[src/rtl/fetch_unit.sv]
// rtl/fetch_unit.sv - credit-based instruction fetch unit with redirect flush and stale-response drop
module fetch_unit #(
    parameter int                 ADDR_W      = 16,
    parameter int                 INSTR_BYTES = 2,
    parameter int                 DEPTH       = 4,
    parameter logic [ADDR_W-1:0]  RESET_PC    = '0
) (
    input  logic                     clk,
    input  logic                     reset,
    input  logic                     redir_valid,
    input  logic [ADDR_W-1:0]        redir_addr,
    output logic                     mem_req_valid,
    output logic [ADDR_W-1:0]        mem_req_addr,
    input  logic                     mem_req_ready,
    input  logic                     mem_rsp_valid,
    input  logic [8*INSTR_BYTES-1:0] mem_rsp_data,
    output logic                     instr_valid,
    output logic [8*INSTR_BYTES-1:0] instr_data,
    output logic [ADDR_W-1:0]        instr_pc,
    input  logic                     instr_ready
);

    localparam int DATA_W = 8 * INSTR_BYTES;
    localparam int PTR_W  = $clog2(DEPTH);
    localparam int CNT_W  = PTR_W + 1;
    localparam logic [ADDR_W-1:0] STEP  = ADDR_W'(INSTR_BYTES);
    localparam logic [CNT_W:0]    LIMIT = (CNT_W+1)'(DEPTH);

    logic [ADDR_W-1:0] pc;
    logic [ADDR_W-1:0] exp_pc;
    logic [DATA_W-1:0] buf_data [DEPTH];
    logic [ADDR_W-1:0] buf_pc   [DEPTH];
    logic [PTR_W-1:0]  rd_ptr;
    logic [PTR_W-1:0]  wr_ptr;
    logic [CNT_W-1:0]  count;
    logic [CNT_W-1:0]  inflight;
    logic [CNT_W-1:0]  drop;

    logic [CNT_W:0]    credit_used;
    logic              fire;
    logic              push;
    logic              pop;
    logic              rsp_drop;
    logic [CNT_W-1:0]  inflight_next;
    logic [CNT_W-1:0]  count_next;

    // Credit covers both buffered entries and every outstanding request, stale or not.
    assign credit_used   = {1'b0, count} + {1'b0, inflight};
    assign mem_req_valid = reset && !redir_valid && (credit_used < LIMIT);
    assign mem_req_addr  = pc;
    assign fire          = mem_req_valid && mem_req_ready;

    assign instr_valid = (count != '0);
    assign instr_data  = buf_data[rd_ptr];
    assign instr_pc    = buf_pc[rd_ptr];

    assign rsp_drop = mem_rsp_valid && (drop != '0);
    assign push     = mem_rsp_valid && (drop == '0) && !redir_valid;
    assign pop      = instr_valid && instr_ready && !redir_valid;

    always_comb begin
        inflight_next = inflight + CNT_W'(fire) - CNT_W'(mem_rsp_valid);
        count_next    = count + CNT_W'(push) - CNT_W'(pop);
    end

    always_ff @(posedge clk or negedge reset) begin
        if (!reset) begin
            pc       <= RESET_PC;
            exp_pc   <= RESET_PC;
            rd_ptr   <= '0;
            wr_ptr   <= '0;
            count    <= '0;
            inflight <= '0;
            drop     <= '0;
            for (int i = 0; i < DEPTH; i++) begin
                buf_data[i] <= '0;
                buf_pc[i]   <= RESET_PC;
            end
        end else begin
            inflight <= inflight_next;
            if (redir_valid) begin
                // Everything still outstanding after this edge belongs to the old stream.
                pc     <= redir_addr;
                exp_pc <= redir_addr;
                drop   <= inflight_next;
                count  <= '0;
                rd_ptr <= '0;
                wr_ptr <= '0;
            end else begin
                if (fire) begin
                    pc <= pc + STEP;
                end
                if (rsp_drop) begin
                    drop <= drop - CNT_W'(1);
                end
                if (push) begin
                    buf_data[wr_ptr] <= mem_rsp_data;
                    buf_pc[wr_ptr]   <= exp_pc;
                    wr_ptr           <= wr_ptr + PTR_W'(1);
                    exp_pc           <= exp_pc + STEP;
                end
                if (pop) begin
                    rd_ptr <= rd_ptr + PTR_W'(1);
                end
                count <= count_next;
            end
        end
    end

endmodule

[config.mk]
export PLATFORM = sky130hd
export DESIGN_NAME = fetch_unit
export DESIGN_NICKNAME = d
export VERILOG_FILES = /design/src/rtl/fetch_unit.sv
export SDC_FILE = /design/constraint.sdc
export NUM_CORES = 1
export LEC_CHECK = 0
export CAP_MARGIN = 20
export CORE_UTILIZATION = 30
export DETAILED_ROUTE_END_ITERATION = 10
export HOLD_SLACK_MARGIN = 0.05
export PLACE_DENSITY = 0.55
export SETUP_SLACK_MARGIN = 0.5
export SLEW_MARGIN = 5
export SYNTH_ARGS = -nofsm -noshare
export SYNTH_HDL_FRONTEND = slang
export SYNTH_SLANG_ARGS = --single-unit
[constraint.sdc]
create_clock -name clk -period 3.8 [get_ports clk]
set_input_delay 0.38 -clock clk [delete_from_list [all_inputs] [get_ports clk]]
set_output_delay 0.38 -clock clk [all_outputs]
set_load 0.02 [all_outputs]
# [Word level (Yosys, flattened, before mapping)]
# Cells that the tools add are included.
[word_totals] reg_bits=173 inputBits=38 word_cells=71 out_inout_bits=50
[op_classes] n_reduce_logical=18 n_bitwise=3 magnitude_cmp=4 add_sub_neg=10 n_mux=21
[ops] operator="$mux W16" n=9
[ops] operator="$bwmux W64" n=2
[ops] operator="$bmux W16 S2" n=2
[ops] operator="$add A16 B2 Y16 const B" n=2
[ops] operator="$demux W16 S2" n=1
[ops] operator="$logic_and A1 B1 Y1" n=9
[ops] operator="$mux W3" n=3
[ops] operator="$mux W2" n=4
[ops] operator="$reduce_bool A2 Y1" n=4
[ops] operator="$add A3 B1 Y3" n=2
[ops] operator="$ge A3 B3 Y1 const B" n=2
[ops] operator="$not A2 Y3" n=2
[ops] operator="$reduce_bool A3 Y1" n=2
[ops] operator="$sub A3 B1 Y3" n=2
[ops] operator="$add A2 B1 Y2 const B" n=2
[ops] operator="$add A3 B3 Y4" n=1
[ops] operator="$lt A4 B3 Y1 const B" n=1
[ops] operator="$logic_not A3 Y1" n=1
[ops] operator="$lt A3 B1 Y1 const B" n=1
[ops] operator="$sub A3 B1 Y3 const B" n=1
[ops] operator="$reduce_and A2 Y1" n=1
[ops] operator="$logic_not A1 Y1" n=1
[ops] operator="$not A1 Y1" n=1

# [Depth between registers and ports, before layout]
# Gate-level depths: netlist of run 1.
[logic_depth] word_depth=7 mapped_depth=14 mapped_depth_nobuf=12

# [Worst setup path after synthesis of run 1]
# Ideal clock, no wire load.
[synth_path] path_kind="reg-to-reg" start="register count[2]" end="register drop[2]" slack_ns=0.941 path_stages_with_launch=15 setup_ns=0.083 path_buffers=2 arrival_ns=2.777 required_ns=3.717 period_less_slack_ns=2.859 cell_sequence="dfrtp_1 -> ha_1 -> nor4b_2 -> and4_1 -> buf_4 -> inv_2 -> buf_2 -> ha_1 -> inv_1 -> ha_1 -> fa_1 -> xnor2_1 -> xnor2_1 -> nand2_1 -> o21ai_0"
[synth_via] elab_chain_cells=7
[synth_lines] element="start: declaration" line="35" rtl="logic [CNT_W-1:0] count;"
[synth_lines] element="start signal: assignment" line="105" rtl="count <= count_next;"
[synth_lines] element="$add A3 B3 Y4" line="48" rtl="assign credit_used = {1'b0, count} + {1'b0, inflight};"
[synth_lines] element="$lt A4 B3 Y1" line="49" rtl="assign mem_req_valid = reset && !redir_valid && (credit_used < LIMIT);"
[synth_lines] element="$logic_and A1 B1 Y1" line="49"
[synth_lines] element="$logic_and A1 B1 Y1" line="51" rtl="assign fire = mem_req_valid && mem_req_ready;"
[synth_lines] element="$add A3 B1 Y3" line="62" rtl="inflight_next = inflight + CNT_W'(fire) - CNT_W'(mem_rsp_valid);"
[synth_lines] element="$sub A3 B1 Y3" line="62"
[synth_lines] element="via inflight_next[2]" line="44" rtl="logic [CNT_W-1:0] inflight_next;"
[synth_lines] element="$mux W3" line="81" rtl="if (redir_valid) begin"
[synth_lines] element="end signal: assignment" line="85" rtl="drop <= inflight_next;"
[synth_lines] element="end signal: assignment" line="94" rtl="drop <= drop - CNT_W'(1);"
[synth_lines] element="end: declaration" line="37" rtl="logic [CNT_W-1:0] drop;"
# The timed path passes the listed nets, and every way through them passes these cells.
# A chain may end at the register's enable or synchronous reset.

# [Final worst setup path of run 1]
[layout_path] start="register inflight[2]" end="register drop[2]"
[layout_via] elab_chain_cells=7
[layout_lines] element="start: declaration" line="36" rtl="logic [CNT_W-1:0] inflight;"
[layout_lines] element="start signal: assignment" line="80" rtl="inflight <= inflight_next;"
[layout_lines] element="$add A3 B3 Y4" line="48"
[layout_lines] element="$lt A4 B3 Y1" line="49"
[layout_lines] element="$logic_and A1 B1 Y1" line="49"
[layout_lines] element="$logic_and A1 B1 Y1" line="51"
[layout_lines] element="$add A3 B1 Y3 *" line="62"
[layout_lines] element="$sub A3 B1 Y3 *" line="62"
[layout_lines] element="via inflight_next[2]" line="44"
[layout_lines] element="$mux W3 *" line="81"
# The timed path passes the listed nets; every way through them passes the cells marked *.

==> impl_metrics.yaml, run 1 <==
outcome:
  outcome: "finished with violations"
  failed_checks: "DRC"
die:
  die_h_um: 166.3
  start_util_pct: 30.83
  fp.dieW_um: 166.3
  io_pins: 88
  rows: 59
  die-area_mm2: 0.02767
  core_mm2: 0.02628
timing:
  period_share_pct: 79.67
  hold_violations: 0
  slew_viol_final: 0
  setup_viol: 0
  min_period_ns: 3.027
  max_freq_mhz: 330.3
  tightest_slew_ns: 0.8848
  rsz0062_at_grt: "no"
  fin_skew_ns: 0.01147
  fin_setup_tns_ns: 0
  slew-limit-headroom_pct: 41.01
layout:
  instances_no_fill: 1017
  antenna_cells: 0
  final_nets: 724
  area_delta_synth_final_pct: 22.00
  postLayoutCoreUtil_pct: 37.62
  final_cell_mix: "172 x dfrtp_1, 128 x mux2_2, 86 x clkdlybuf4s50_1, 35 x nand2_1, 32 x mux4_2"
  drive_gt1_share_pct: 31.38
  final_common_cell: "dfrtp_1"
synthesis:
  ys.flop_type: "dfrtp_1"
  synth.yosys.seq_area_share_pct: 53.43
  synth_fp_nets: 645
  syn_area_per_cell_um2: 13.71
  netlist_area_mm2: 0.008103
  synth-seq-cells: 173
  syn_inst: 591
  async_reset_ff_share_pct: 100.0
  yosys_warnings: 0
  synth-edff-count: 0
  synth_cell_types: 52
setup_path:
  critPathLaunchType: "flop"
  setup.worst_path.end_class: "flop"
  crit_start: "inflight[2]"
  cp_cell_sequence: "ha_1, nor4b_4, and4_4, inv_2, ha_1, inv_1, ha_1, fa_1, xnor2_1, xnor2_1, nand2_1, o21ai_0"
  cp.arrival_ns: 3.37
  path_delay_family: "adder cells"
  cpPeakStageDelay_ns: 0.41
  r2r-end: "drop[2]"
  cpMaxStageDelayCell: "dfrtp_1"
  critPathKind: "reg2reg"
  required_ns: 4.15
  reg2reg_slack_ns: 0.77
  r2r-start: "inflight[2]"
  path_depth: 12
  crit_fanout: 22
  critPathBufInv: 2
  reg2reg_depth: 12
  endpoint: "drop[2]"
  cp_common_cell: "ha_1"
drt:
  first_iter_violations: 294
  wirelength_um: 18730
  vias_per_cell: 5.088
  first_pass_iters: 7
  vias: 5174
  ant_nets: 0
  wl_per_cell_um: 18.42
  remaining_drc_errors: 8
placement:
  dp_hpwl_um: 12500
  place_congestion: 0.7962
  placedCellCount: 986
  io_buffers: 87
clocking:
  tritoncts: "yes"
  clk_latency_ns: 0.42
  path_clk_slew_ns: 0.07
  cts_max_path_buffers: 2
  clock-sinks: 173
  root_buffer: "clkbuf_16"
  post_cts_buffers: 0
  cts_hold_repair.buffers: 0
  cts_buffers: 17
  htreeDepth: 4
grt:
  grt_usage_pct: 14.26
  first_global_vias: 5670
  antenna_found_initial: 0
  grt_pass1_wl_um: 30930
  overflow: 0
  grt_max_degree: 72
min_path:
  worst_hold_path_type: "in2async"
pwr:
  p_leak_nw: 4.414
  pwr_density_cell_mw_per_mm2: 665.4
  vdd_drop_max_v: 0.0002792
flow_run:
  maxCapViolations: 0
-- final cells by class --
class	instances	area, um2
clock inverter	12	122.6
clock buffer	19	442.9
inverter	21	78.83
timing repair buffer	97	959.7
fill	2509	16390
tap	335	419.2
sequential	173	4330
multi-input combinational	360	3532
-- cell usage after synthesis, types with 4 or more instances --
library cell / instances / share of area (%)
nand3_1: 9 / 0.56
nor2_1: 13 / 0.60
a21o_1: 6 / 0.56
o21ai_0: 20 / 1.2
mux4_2: 32 / 8.9
clkbuf_1: 12 / 0.56
nand2_1: 35 / 1.6
inv_1: 19 / 0.88
nor3_1: 6 / 0.37
buf_1: 4 / 0.19
a211o_1: 4 / 0.43
ha_1: 14 / 2.2
buf_2: 19 / 1.2
mux2_2: 128 / 18
a31oi_1: 4 / 0.31
nand4_1: 12 / 0.93
a21oi_1: 5 / 0.31
xor2_1: 7 / 0.76
o311ai_0: 4 / 0.43
nor4_1: 10 / 0.77
xnor2_1: 12 / 1.3
dfrtp_1: 173 / 53
-- stage by stage --
stage / total power, mW / instance area, um2 / worst slack [ns] / hold slack (ns)
after floorplan: 3.988 / 8103 / 0.9406 / 0.08441
after global placement: 4.880 / 9309 / 0.6263 / 0.4814
after detailed placement: 4.971 / 9309 / 0.5213 / 0.4874
after CTS: 6.670 / 9874 / 0.5533 / 0.1020
after global routing: 6.956 / 9886 / 0.5875 / 0.1273
final: 6.578 / 9886 / 0.7727 / 0.09858
-- routing by layer --
metal  routed length, um  GRT usage, %
met1                8738         19.37
met2                8941         23.00
met3                 883         2.955
met4                 167         4.026
met5                   0             0
-- registers in the layout, summed over array words and instances (netlist names) --
| name | cells |
|---|---|
| wr_ptr | 2 |
| exp_pc | 16 |
| mem_req_addr | 16 |
| drop | 3 |
| count | 3 |
| inflight | 3 |
| buf_data | 64 |
| rd_ptr | 2 |
| buf_pc | 64 |
-- worst min-delay path by stage --
stage,slack (ns),from,endpoint,depth (start not counted)
2_1_floorplan,0.08,reset,buf_data[0],0
3_3_place_gp,0.48,buf_data[24],buf_data[24],1
3_5_place_dp,0.49,buf_data[31],buf_data[31],1
4_1_cts,0.10,reset,buf_pc[47],2
5_1_grt,0.13,reset,buf_pc[47],2
6_report,0.1,reset,buf_pc[21],2
-- logic make-up after synthesis --
family,Yosys count,share of synthesized area [%]
DFF,173,53.43
muxes,160,26.68
and+or+nand+nor,106,7.026
AOI/OAI and AO/OA,59,5.034
buffers and inverters,58,3.119
xor gates and xnor gates,19,2.054
adders and majority gates,16,2.656
-- power by group --
| group | leakage [nW] | internal (mW) | total (mW) | switching [mW] |
|---|---|---|---|---|
| combinational | 1.87 | 1.28 | 2.32 | 1.04 |
| sequential | 2.27 | 2.26 | 2.59 | 0.331 |
| clock | 0.278 | 0.975 | 1.67 | 0.692 |
| total | 4.41 | 4.51 | 6.58 | 2.07 |
-- repair_timing --
item                       4_1_cts  5_1_grt
setup endpoints to repair        0        1
hold endpoints to repair         0        0
gates resized for setup          0        3
Note: power is estimated with default switching activity, not from simulation.
==> inputs of run 2 (changes only) <==
--- a/config.mk
+++ b/config.mk
@@ -9,7 +9,7 @@
 export CORE_UTILIZATION = 30
 export DETAILED_ROUTE_END_ITERATION = 10
 export HOLD_SLACK_MARGIN = 0.05
-export PLACE_DENSITY = 0.55
+export PLACE_DENSITY = 0.56
 export SETUP_SLACK_MARGIN = 0.5
 export SLEW_MARGIN = 5
 export SYNTH_ARGS = -nofsm -noshare
==> constraint.sdc (replaced) <==
create_clock -name clk -period 2.45 [get_ports clk]
set_input_delay 0.245 -clock clk [delete_from_list [all_inputs] [get_ports clk]]
set_output_delay 0.245 -clock clk [all_outputs]
set_load 0.02 [all_outputs]
==> impl_metrics.yaml, run 2 (synthesized netlist as in run 1, its figures left out) <==
timing:
  fin_ws_ns: -0.1566
  rsz0062_at_grt: "yes"
  period_share_pct: 106.4
  slew-limit-headroom_pct: 38.78
  fin_setup_tns_ns: -0.2813
  max_freq_mhz: 383.6
  slew_viol_final: 0
  tightest_slew_ns: 0.9182
  setup_viol: 2
  min_period_ns: 2.607
  hold_violations: 0
  fin_skew_ns: 0.01327
layout:
  final_cell_area_mm2: 0.01082
  instances_no_fill: 1069
  largestRegisters: "buf_data (64), buf_pc (64)"
  nFillCells: 2414
  regArea_mm2: 0.004335
  drive_gt1_share_pct: 45.78
  final_common_cell: "dfrtp_1"
  multiInputGateArea_mm2: 0.003727
  final_cell_mix: "168 x dfrtp_1, 128 x mux2_2, 52 x clkdlybuf4s50_1, 50 x buf_6, 34 x nand2_1"
  final_nets: 776
  postLayoutCoreUtil_pct: 41.15
  antenna_cells: 0
  area_delta_synth_final_pct: 33.48
pwr:
  p_leak_nw: 4.861
  vdd_drop_max_v: 0.0005632
  p_sw_share_pct: 31.56
  pwr_density_cell_mw_per_mm2: 1060
  pwr-share-clk_pct: 23.7
  internal_power_mw: 7.847
  power_frac_seq_pct: 34.6
  combPwrFrac_pct: 41.7
  net-switching-power_mw: 3.618
min_path:
  worst_hold_path_type: "in2async"
grt:
  grt_max_degree: 174
  grt_pass1_wl_um: 31950
  first_global_vias: 5863
  overflow: 0
  antenna_found_initial: 0
  grt_usage_pct: 14.81
setup_path:
  cp.arrival_ns: 2.96
  cp_cell_sequence: "ha_4, nor4b_4, and4_4, inv_4, ha_4, inv_2, ha_4, fa_2, xnor2_2, xnor2_1, nand2_1, o21ai_1"
  cp_common_cell: "ha_4"
  crit_start: "count[2]"
  cpMaxStageDelayCell: "dfrtp_1"
  setup.worst_path.end_class: "flop"
  critPathBufInv: 2
  crit_fanout: 2
  reg2reg_depth: 12
  critPathLaunchType: "flop"
  r2r-start: "count[2]"
  path_depth: 12
  required_ns: 2.81
  reg2reg_slack_ns: -0.16
  cpPeakStageDelay_ns: 0.42
  path_delay_family: "adder cells"
  critPathKind: "reg2reg"
drt:
  wirelength_um: 19850
  ant_nets: 0
  remaining_drc_errors: 8
  vias_per_cell: 5.083
  vias: 5434
  first_pass_iters: 9
  wl_per_cell_um: 18.57
  first_iter_violations: 222
placement:
  placed_area_mm2: 0.009569
  io_buffers: 87
  placedCellCount: 1000
  dp_slack_ns: -0.3692
  dp_hpwl_um: 12600
  place_congestion: 0.8484
die:
  die_h_um: 166.3
  core_mm2: 0.02628
  start_util_pct: 30.83
  fp.dieW_um: 166.3
  io_pins: 88
  rows: 59
  die-area_mm2: 0.02767
flow_run:
  maxCapViolations: 0
outcome:
  outcome: "finished with violations"
  failed_checks: "DRC, setup timing"
clocking:
  clk_latency_ns: 0.43
  path_clk_slew_ns: 0.07
  cts_hold_repair.buffers: 0
  cts_max_path_buffers: 2
  root_buffer: "clkbuf_16"
  htreeDepth: 4
  cts_buffers: 17
  clock-sinks: 173
  tritoncts: "yes"
-- run 2: changes by cell type in the layout (fill, tap and decap cells not counted), moves of 4 or more --
cell             delta
clkdlybuf4s50_1    -34
o311ai_0            -4
dfrtp_1             -4
o21ai_0             -4
inv_6               +4
buf_4              +18
buf_6              +49
buf_12             +14
ha_1                -7
o21ai_1             +4
inv_1               -4
dfrtp_2             +4
ha_4                +6
-- run 2: cell type report --
class | count | share of cell area [%]
flip-flops and latches | 173 | 40.09
inverters | 21 | 0.7520
well taps | 335 | 3.876
clock buffers | 19 | 4.188
multi-input cells | 360 | 34.46
clock inverters | 12 | 1.249
repair buffers | 149 | 15.39
-- run 2: path summary, 6_finish.rpt --
path | to
worst max-delay path | drop[2]
worst min-delay path | drop[2]
worst max register to register | drop[2]
worst min register to register | buf_data[1]
max in group asynchronous | buf_pc[31]
min in group clk | exp_pc[12]
-- run 2: stage by stage --
step / hold slack, ns / total power, mW
after floorplan: -0.05059 / 6.275
after global placement: 0.4809 / 7.744
after detailed placement: 0.4899 / 7.894
after CTS: 0.2202 / 11.44
after global routing: 0.2855 / 12.06
final: 0.1832 / 11.47
-- run 2: metal layers --
metal | vias to the layer above | track usage (%) | wire (um)
li1 | 2446 | - | -
met5 | - | 0 | 0
met1 | 2826 | 19.03 | 8824
met4 | 0 | 4.026 | 209
met3 | 15 | 3.480 | 938
met2 | 147 | 24.97 | 9876
-- run 2: power by group through the flow --
stage | registers (mW) | clock network (mW) | logic [mW]
6_report | 3.97 | 2.72 | 4.78
5_1_grt | 4.06 | 2.91 | 5.10
4_1_cts | 3.96 | 2.80 | 4.68
3_5_place_dp | 4.03 | 0 | 3.86
3_3_place_gp | 3.95 | 0 | 3.80
2_1_floorplan | 3.87 | 0 | 2.41
-- run 2: timing repair --
action                                 CTS  global route
gates resized for setup                225            28
cloned                                   1             0
pin swaps                                5             3
endpoints found under the hold margin    0             0
setup buffers                           24            13
setup endpoints to repair               57            54
-- run 2: tightest hold or removal path, delay by kind of cell --
| family | cells | cell delay, ns |
|---|---|---|
| buffers and inverters | 3 | 0.90 |
